[src/rtl/ram_arbiter_if.sv]
// Requester-side and RAM-side signal bundle for ram_arbiter.
// The arbiter takes the slave modport; requesters and the RAM sit on the master side.
interface ram_arbiter_if #(
   parameter int unsigned addrBits = 16,
   parameter int unsigned dataBits = 16,
   parameter int unsigned numPorts = 4
);
   logic [numPorts-1:0]          reqValid;
   logic [numPorts-1:0]          reqWrite;
   logic [numPorts*addrBits-1:0] reqAddress;
   logic [numPorts*dataBits-1:0] reqData;
   logic [numPorts-1:0]          reqAccept;
   logic [numPorts-1:0]          respValid;
   logic [dataBits-1:0]          respData;
   logic                         busy;
   logic [dataBits-1:0]          ramDataOut;
   logic                         ramReadWriteMode;
   logic [dataBits-1:0]          ramDataIn;
   logic [addrBits-1:0]          ramAddress;

   modport slave (
      input  reqValid, reqWrite, reqAddress, reqData, ramDataOut,
      output reqAccept, respValid, respData, busy, ramReadWriteMode, ramDataIn, ramAddress
   );

   modport master (
      output reqValid, reqWrite, reqAddress, reqData, ramDataOut,
      input  reqAccept, respValid, respData, busy, ramReadWriteMode, ramDataIn, ramAddress
   );
endinterface

[src/rtl/ram_arbiter.sv]
// Round-robin arbiter sharing one single-port RAM; each access is a fixed
// issue + completion cycle pair, followed by a registered per-port response pulse.
module ram_arbiter #(
   parameter int unsigned addrBits = 16,
   parameter int unsigned dataBits = 16,
   parameter int unsigned numPorts = 4
) (
   input logic          clk,
   input logic          reset,
   ram_arbiter_if.slave bus
);
   localparam int unsigned PtrW = $clog2(numPorts);
   localparam logic RAM_READ  = 1'b0;
   localparam logic RAM_WRITE = 1'b1;
   localparam logic [numPorts-1:0] PortOne = {{(numPorts-1){1'b0}}, 1'b1};

   typedef enum logic [1:0] {StIdle, StIssue, StWait} state_e;

   state_e              state_q, state_d;
   logic [PtrW-1:0]     rr_ptr_q, rr_ptr_d;
   logic [PtrW-1:0]     win_q, win_d;
   logic                write_q, write_d;
   logic [addrBits-1:0] addr_q, addr_d;
   logic [dataBits-1:0] data_q, data_d;
   logic [numPorts-1:0] resp_valid_q, resp_valid_d;
   logic [dataBits-1:0] resp_data_q, resp_data_d;
   logic [numPorts-1:0] accept;

   logic                any_req;
   logic [PtrW-1:0]     pick;
   int unsigned         cand;
   logic                pick_write;
   logic [addrBits-1:0] pick_addr;
   logic [dataBits-1:0] pick_data;
   logic                driving;

   // First pending port at or above rr_ptr_q, wrapping modulo numPorts.
   always_comb begin
      any_req = 1'b0;
      pick    = '0;
      cand    = 0;
      for (int unsigned k = 0; k < numPorts; k++) begin
         cand = 32'(rr_ptr_q) + k;
         if (cand >= numPorts) cand = cand - numPorts;
         if (!any_req && bus.reqValid[PtrW'(cand)]) begin
            any_req = 1'b1;
            pick    = PtrW'(cand);
         end
      end
   end

   always_comb begin
      pick_write = 1'b0;
      pick_addr  = '0;
      pick_data  = '0;
      for (int unsigned i = 0; i < numPorts; i++) begin
         if (pick == PtrW'(i)) begin
            pick_write = bus.reqWrite[i];
            pick_addr  = bus.reqAddress[i*addrBits +: addrBits];
            pick_data  = bus.reqData[i*dataBits +: dataBits];
         end
      end
   end

   always_comb begin
      state_d      = state_q;
      rr_ptr_d     = rr_ptr_q;
      win_d        = win_q;
      write_d      = write_q;
      addr_d       = addr_q;
      data_d       = data_q;
      resp_valid_d = '0;
      resp_data_d  = resp_data_q;
      accept       = '0;
      unique case (state_q)
         StIdle: begin
            if (any_req) begin
               accept   = PortOne << pick;
               win_d    = pick;
               write_d  = pick_write;
               addr_d   = pick_addr;
               data_d   = pick_data;
               rr_ptr_d = (pick == PtrW'(numPorts - 1)) ? '0 : pick + 1'b1;
               state_d  = StIssue;
            end
         end
         StIssue: state_d = StWait;
         StWait: begin
            resp_valid_d = PortOne << win_q;
            if (!write_q) resp_data_d = bus.ramDataOut;
            state_d = StIdle;
         end
         default: state_d = StIdle;
      endcase
   end

   always_ff @(posedge clk) begin
      if (!reset) begin
         state_q      <= StIdle;
         rr_ptr_q     <= '0;
         win_q        <= '0;
         write_q      <= 1'b0;
         addr_q       <= '0;
         data_q       <= '0;
         resp_valid_q <= '0;
         resp_data_q  <= '0;
      end else begin
         state_q      <= state_d;
         rr_ptr_q     <= rr_ptr_d;
         win_q        <= win_d;
         write_q      <= write_d;
         addr_q       <= addr_d;
         data_q       <= data_d;
         resp_valid_q <= resp_valid_d;
         resp_data_q  <= resp_data_d;
      end
   end

   // RAM is only driven from the latch in ISSUE/WAIT, so idle cycles can never write.
   assign driving              = (state_q != StIdle);
   assign bus.busy             = driving;
   assign bus.ramReadWriteMode = (driving && write_q) ? RAM_WRITE : RAM_READ;
   assign bus.ramAddress       = driving ? addr_q : '0;
   assign bus.ramDataIn        = driving ? data_q : '0;
   assign bus.reqAccept        = reset ? accept : '0;
   assign bus.respValid        = resp_valid_q;
   assign bus.respData         = resp_data_q;
endmodule

[src/flat_wrapper.sv]
// flat-port wrapper written by rule: the top's interface ports become plain ports
module ram_arbiter_flat 
#(
   parameter int unsigned addrBits = 16,
   parameter int unsigned dataBits = 16,
   parameter int unsigned numPorts = 4
)
  (clk, reset, bus_reqValid, bus_reqWrite, bus_reqAddress, bus_reqData, bus_ramDataOut, bus_reqAccept, bus_respValid, bus_respData, bus_busy, bus_ramReadWriteMode, bus_ramDataIn, bus_ramAddress);
  ram_arbiter_if #(.addrBits(addrBits), .dataBits(dataBits), .numPorts(numPorts)) bus_i ();
  input logic clk;
  input logic reset;
  input wire logic [$bits(bus_i.reqValid)-1:0] bus_reqValid;
  input wire logic [$bits(bus_i.reqWrite)-1:0] bus_reqWrite;
  input wire logic [$bits(bus_i.reqAddress)-1:0] bus_reqAddress;
  input wire logic [$bits(bus_i.reqData)-1:0] bus_reqData;
  input wire logic [$bits(bus_i.ramDataOut)-1:0] bus_ramDataOut;
  output wire logic [$bits(bus_i.reqAccept)-1:0] bus_reqAccept;
  output wire logic [$bits(bus_i.respValid)-1:0] bus_respValid;
  output wire logic [$bits(bus_i.respData)-1:0] bus_respData;
  output wire logic [$bits(bus_i.busy)-1:0] bus_busy;
  output wire logic [$bits(bus_i.ramReadWriteMode)-1:0] bus_ramReadWriteMode;
  output wire logic [$bits(bus_i.ramDataIn)-1:0] bus_ramDataIn;
  output wire logic [$bits(bus_i.ramAddress)-1:0] bus_ramAddress;
  assign bus_i.reqValid = bus_reqValid;
  assign bus_i.reqWrite = bus_reqWrite;
  assign bus_i.reqAddress = bus_reqAddress;
  assign bus_i.reqData = bus_reqData;
  assign bus_i.ramDataOut = bus_ramDataOut;
  assign bus_reqAccept = bus_i.reqAccept;
  assign bus_respValid = bus_i.respValid;
  assign bus_respData = bus_i.respData;
  assign bus_busy = bus_i.busy;
  assign bus_ramReadWriteMode = bus_i.ramReadWriteMode;
  assign bus_ramDataIn = bus_i.ramDataIn;
  assign bus_ramAddress = bus_i.ramAddress;
  ram_arbiter #(.addrBits(addrBits), .dataBits(dataBits), .numPorts(numPorts)) u_core (.clk(clk), .reset(reset), .bus(bus_i));
endmodule
[config.mk]
export PLATFORM = sky130hd
export DESIGN_NAME = ram_arbiter_flat
export DESIGN_NICKNAME = d
export VERILOG_FILES = /design/src/rtl/ram_arbiter_if.sv /design/src/rtl/ram_arbiter.sv /design/src/flat_wrapper.sv
export SDC_FILE = /design/constraint.sdc
export NUM_CORES = 1
export LEC_CHECK = 0
export ABC_AREA = 1
export BUFFER_PORTS_ARGS = -buffer_cell sky130_fd_sc_hd__clkbuf_2
export CAP_MARGIN = 5
export CORE_ASPECT_RATIO = 1.5
export CORE_MARGIN = 5
export CORE_UTILIZATION = 30
export DETAILED_ROUTE_END_ITERATION = 10
export SYNTH_ARGS = -nofsm -noshare
export SYNTH_HDL_FRONTEND = slang
export SYNTH_SLANG_ARGS = --single-unit
[constraint.sdc]
create_clock -name clk -period 3 [get_ports clk]
set_input_delay 0.6 -clock clk [delete_from_list [all_inputs] [get_ports clk]]
set_output_delay 0.6 -clock clk [all_outputs]
set_load 0.02 [all_outputs]
==> impl_results.html <==
<table>
<tr><th>Metric</th><th>Value</th></tr>
<tr><th colspan="2">Run status</th></tr>
<tr><td>Result of the run</td><td>finished, final reports clean</td></tr>
<tr><th colspan="2">Setup path</th></tr>
<tr><td>List of cells traversed by the critical path</td><td>inv_4 -&gt; nand2_1 -&gt; nand2_1 -&gt; nand2_1 -&gt; nand2_2 -&gt; nor2_4 -&gt; nand3_1 -&gt; nand3_1 -&gt; nand2_2 -&gt; inv_1 -&gt; ha_2 -&gt; inv_1 -&gt; nor2_1 -&gt; clkbuf_2</td></tr>
<tr><td>Required time at the worst-slack endpoint</td><td>2400 ps</td></tr>
<tr><td>Cell mode on critical path</td><td>sky130_fd_sc_hd__nand2_1</td></tr>
<tr><td>Biggest fanout along the worst timing path</td><td>9</td></tr>
<tr><td>Kind of start point of the critical path</td><td>flip-flop</td></tr>
<tr><td>Slowest cell delay on critical path</td><td>410 ps</td></tr>
<tr><td>Critical path class</td><td>flip-flop to primary output</td></tr>
<tr><td>Arrival time at the worst endpoint</td><td>2210 ps</td></tr>
<tr><td>Crit-path slowest cell</td><td>sky130_fd_sc_hd__dfxtp_4</td></tr>
<tr><td>Worst Setup End Kind</td><td>primary output</td></tr>
<tr><th colspan="2">Die</th></tr>
<tr><td>Area of the die</td><td>0.0147 sq mm</td></tr>
<tr><td>Std-Cell Rows</td><td>49</td></tr>
<tr><td>Effective utilization at floorplan</td><td>30.8%</td></tr>
<tr><td>Boundary Pins</td><td>around 210</td></tr>
<tr><td>Total core area</td><td>~0.012 sq mm</td></tr>
<tr><td>Die Y-Extent</td><td>146 um</td></tr>
<tr><td>Die width</td><td>101 um</td></tr>
<tr><th colspan="2">Detailed routing</th></tr>
<tr><td>Via-per-instance ratio</td><td>roughly 4.4</td></tr>
<tr><td>Drc violations</td><td>0</td></tr>
<tr><td>Number of nets still failing antenna checks after routing</td><td>0</td></tr>
<tr><td>Wire length on met1</td><td>5270 um</td></tr>
<tr><td>Average detailed-routed wire length per instance</td><td>12.8 um</td></tr>
<tr><td>Initial detailed-routing violation count</td><td>94</td></tr>
<tr><td>Drt pass-1 iters</td><td>4</td></tr>
<tr><td>Highest routed metal layer</td><td>met4</td></tr>
<tr><td>Routed length on met2</td><td>6210 um</td></tr>
<tr><td>WL final</td><td>12,800 um</td></tr>
<tr><td>Total via count in the routed design</td><td>approximately 4,400</td></tr>
<tr><td>Routed wire length on met3</td><td>881 um</td></tr>
<tr><th colspan="2">Clock network</th></tr>
<tr><td>Hold buffer count at cts</td><td>0</td></tr>
<tr><td>CTS root buffer</td><td>sky130_fd_sc_hd__clkbuf_16</td></tr>
<tr><td>Clock latency reported for the late side of the worst-skew pair</td><td>between 300 and 400 ps</td></tr>
<tr><td>Clock slew at reported path FFs</td><td>~50 ps</td></tr>
<tr><td>Number of levels in the clock H-tree</td><td>3</td></tr>
<tr><td>Buffer depth of the longest clock path</td><td>2</td></tr>
<tr><td>Clock buffer count from CTS</td><td>9</td></tr>
<tr><td>Clock tree from TritonCTS</td><td>built</td></tr>
<tr><td>Sinks on the clock net</td><td>59</td></tr>
<tr><th colspan="2">Min path</th></tr>
<tr><td>Type of the worst min-delay path</td><td>flip-flop to flip-flop</td></tr>
<tr><th colspan="2">Synth</th></tr>
<tr><td>Count of synthesis-stage warnings from yosys</td><td>0</td></tr>
<tr><td>Post-Synthesis Cells</td><td>between 600 and 700</td></tr>
<tr><td>Syn Nets</td><td>802</td></tr>
<tr><td>FF+latch count, synth</td><td>59</td></tr>
<tr><td>Share of synthesized area occupied by flip-flops and latches</td><td>a little under a third</td></tr>
<tr><td>Cell variety after synth</td><td>23</td></tr>
<tr><td>Syn avg cell area</td><td>approximately 5.7 sq um</td></tr>
<tr><td>Synth Cell Area</td><td>0.00370 sq mm</td></tr>
<tr><th colspan="2">Final layout</th></tr>
<tr><td>Fill cells</td><td>1,403</td></tr>
<tr><td>Utilization of the core after routing</td><td>a little over two fifths</td></tr>
<tr><td>Ant. Diodes</td><td>0</td></tr>
<tr><td>Fraction of final layout cells sized beyond drive strength 1</td><td>30.7%</td></tr>
<tr><td>Final Net Count</td><td>slightly below 1,000</td></tr>
<tr><td>Final instance area</td><td>0.00524 sq mm</td></tr>
<tr><td>Layout area overhead</td><td>41.6%</td></tr>
<tr><th colspan="2">STA</th></tr>
<tr><td>Setup repair after global routing missed its margin</td><td>true</td></tr>
<tr><td>Final number of setup-violating endpoints</td><td>0</td></tr>
<tr><td>Count of endpoints failing hold in the final timing report</td><td>0</td></tr>
<tr><td>Slew at the pin with the worst max-slew slack</td><td>964 ps</td></tr>
<tr><td>Highest Clock Rate</td><td>approximately 0.36 GHz</td></tr>
<tr><td>Max-slew headroom at the worst pin</td><td>35.5%</td></tr>
<tr><td>Final Max Slew Viols</td><td>0</td></tr>
<tr><td>Time the final worst path needs with I/O delays and setup</td><td>2810 ps</td></tr>
<tr><td>Clk_skew</td><td>7.76 ps</td></tr>
<tr><td>Share of the clock period used by the worst path</td><td>93.7%</td></tr>
<tr><th colspan="2">Flow run</th></tr>
<tr><td>Max cap viols</td><td>0</td></tr>
<tr><th colspan="2">GRT</th></tr>
<tr><td>Initial antenna violation count</td><td>0</td></tr>
<tr><td>Maximum number of pins on one net before global-route repair</td><td>71</td></tr>
<tr><td>Vias in the first global route</td><td>4,219</td></tr>
<tr><td>Wire length of the first global-routing pass</td><td>approximately 20,000 um</td></tr>
<tr><td>Total Routing Usage GR</td><td>16.7%</td></tr>
<tr><td>Total congestion overflow after global routing</td><td>0</td></tr>
<tr><th colspan="2">Power</th></tr>
<tr><td>Maximum ir drop on the vdd rail</td><td>around 0.00057 V</td></tr>
<tr><td>Post-layout power</td><td>roughly 7.0 mW</td></tr>
<tr><td>Power per cell area</td><td>~1300 mW/mm^2</td></tr>
<tr><td>Reported leakage power</td><td>about 2.9 nW</td></tr>
<tr><th colspan="2">Placed design</th></tr>
<tr><td>HPWL after DPL</td><td>approximately 9400 um</td></tr>
<tr><td>Final GP Congestion</td><td>0.864</td></tr>
<tr><td>Total placed instance area</td><td>0.00488 sq mm</td></tr>
<tr><td>Number of port buffers</td><td>211</td></tr>
</table>
-- routing by layer --
metal / up-vias / global-route usage (%)
met5: - / 0
met4: 0 / 7.55
met3: 22 / 3.50
met2: 153 / 28.7
met1: 1853 / 19.4
li1: 2370 / -
-- worst max-delay path, delay by kind of cell (launching register included) --
kind          cells  cell delay, ps
buf+inv           4             450
simple gates      9             780
flops             1             410
fa+ha+maj         1             230
-- placed cells by master, fill, tap and decap left out, types with 3 or more instances in the layout --
cell,instances
sky130_fd_sc_hd__clkbuf_2,210
sky130_fd_sc_hd__nor2_1,112
sky130_fd_sc_hd__inv_2,3
sky130_fd_sc_hd__dfxtp_1,57
sky130_fd_sc_hd__buf_12,5
sky130_fd_sc_hd__clkbuf_16,10
sky130_fd_sc_hd__inv_1,68
sky130_fd_sc_hd__a21oi_1,50
sky130_fd_sc_hd__buf_4,4
sky130_fd_sc_hd__nand3_1,11
sky130_fd_sc_hd__o21ai_0,55
sky130_fd_sc_hd__nor3_1,3
sky130_fd_sc_hd__nand2_1,193
sky130_fd_sc_hd__nand2_2,6
sky130_fd_sc_hd__o21ai_1,29
-- registers in the layout (all words and copies together) (netlist names) --
register              flops
u_core.data_q            16
u_core.addr_q            16
u_core.rr_ptr_q           2
u_core.win_q              2
u_core.bus.respValid      4
u_core.state_q            2
u_core.write_q            1
u_core.bus.respData      16
-- final cells by class --
cell class	instances	area [sq um]	area share, %
clock buffer	12	256	4.90
clock inverter	4	48.8	0.932
inverter	73	279	5.33
multi-input combinational	471	2060	39.4
sequential	59	1190	22.7
tap	153	191	3.66
timing repair buffer	221	1210	23.1
-- where the power goes --
group / internal [mW] / leakage (nW) / switching, mW
logic: 1.80 / 2.28 / 3.01
clock network: 0.686 / 0.153 / 0.348
registers: 1.04 / 0.487 / 0.136
total: 3.53 / 2.92 / 3.49
-- timing repair --
item | in CTS | in global routing
setup buffers | 0 | 0
gates resized for setup | 2 | 8
setup endpoints to repair | 2 | 2
gates cloned | 0 | 1
-- final timing paths --
check                         start                      to  depth (start not counted)  slack, ps
max              u_core.rr_ptr_q[0]        bus_reqAccept[2]                         14        190
max reg2reg      u_core.rr_ptr_q[0]        u_core.data_q[8]                         19        530
min          u_core.bus.respData[3]  u_core.bus.respData[3]                          2        440
min reg2reg  u_core.bus.respData[3]  u_core.bus.respData[3]                          2        440
-- logic make-up after synthesis --
family | share of synthesized area, %
AO/OA/AOI/OAI | 18.4
adder cells (fa/ha/maj) | 1.35
buffers and inverters | 13.1
flip-flops | 31.9
AND/OR/NAND/NOR | 35.3
-- cells in the mapped netlist --
cell type | instances | area, sq um
sky130_fd_sc_hd__nand2_1 | 194 | 728
sky130_fd_sc_hd__nor2_1 | 113 | 424
sky130_fd_sc_hd__inv_1 | 70 | 263
sky130_fd_sc_hd__dfxtp_1 | 59 | 1180
sky130_fd_sc_hd__o21ai_0 | 55 | 275
sky130_fd_sc_hd__a21oi_1 | 50 | 250
sky130_fd_sc_hd__o21ai_1 | 29 | 145
sky130_fd_sc_hd__clkbuf_1 | 23 | 86.3
sky130_fd_sc_hd__nand3_1 | 12 | 60.1
sky130_fd_sc_hd__buf_2 | 11 | 55.1
sky130_fd_sc_hd__buf_6 | 5 | 56.3
sky130_fd_sc_hd__nand2_2 | 5 | 31.3
sky130_fd_sc_hd__ha_1 | 4 | 50.1
sky130_fd_sc_hd__nor3_1 | 3 | 15.0
sky130_fd_sc_hd__buf_1 | 2 | 7.51
sky130_fd_sc_hd__inv_4 | 2 | 12.5
sky130_fd_sc_hd__a21oi_2 | 1 | 8.76
sky130_fd_sc_hd__inv_2 | 1 | 3.75
sky130_fd_sc_hd__nand2_4 | 1 | 11.3
sky130_fd_sc_hd__nand3_2 | 1 | 10.0
sky130_fd_sc_hd__nand4_1 | 1 | 6.26
sky130_fd_sc_hd__nor2_2 | 1 | 6.26
sky130_fd_sc_hd__nor2_4 | 1 | 11.3
-- metrics by stage --
stage	hold WS [ps]	instances	setup slack (ps)	TNS, ps
finish	444	993	190	0
CTS	445	992	18.5	0
floorplan	426	644	108	0
global route	462	993	-51.0	-51.0
detailed placement	439	976	110	0
global placement	434	976	155	0
No activity file was read; power rests on OpenSTA's default activity.
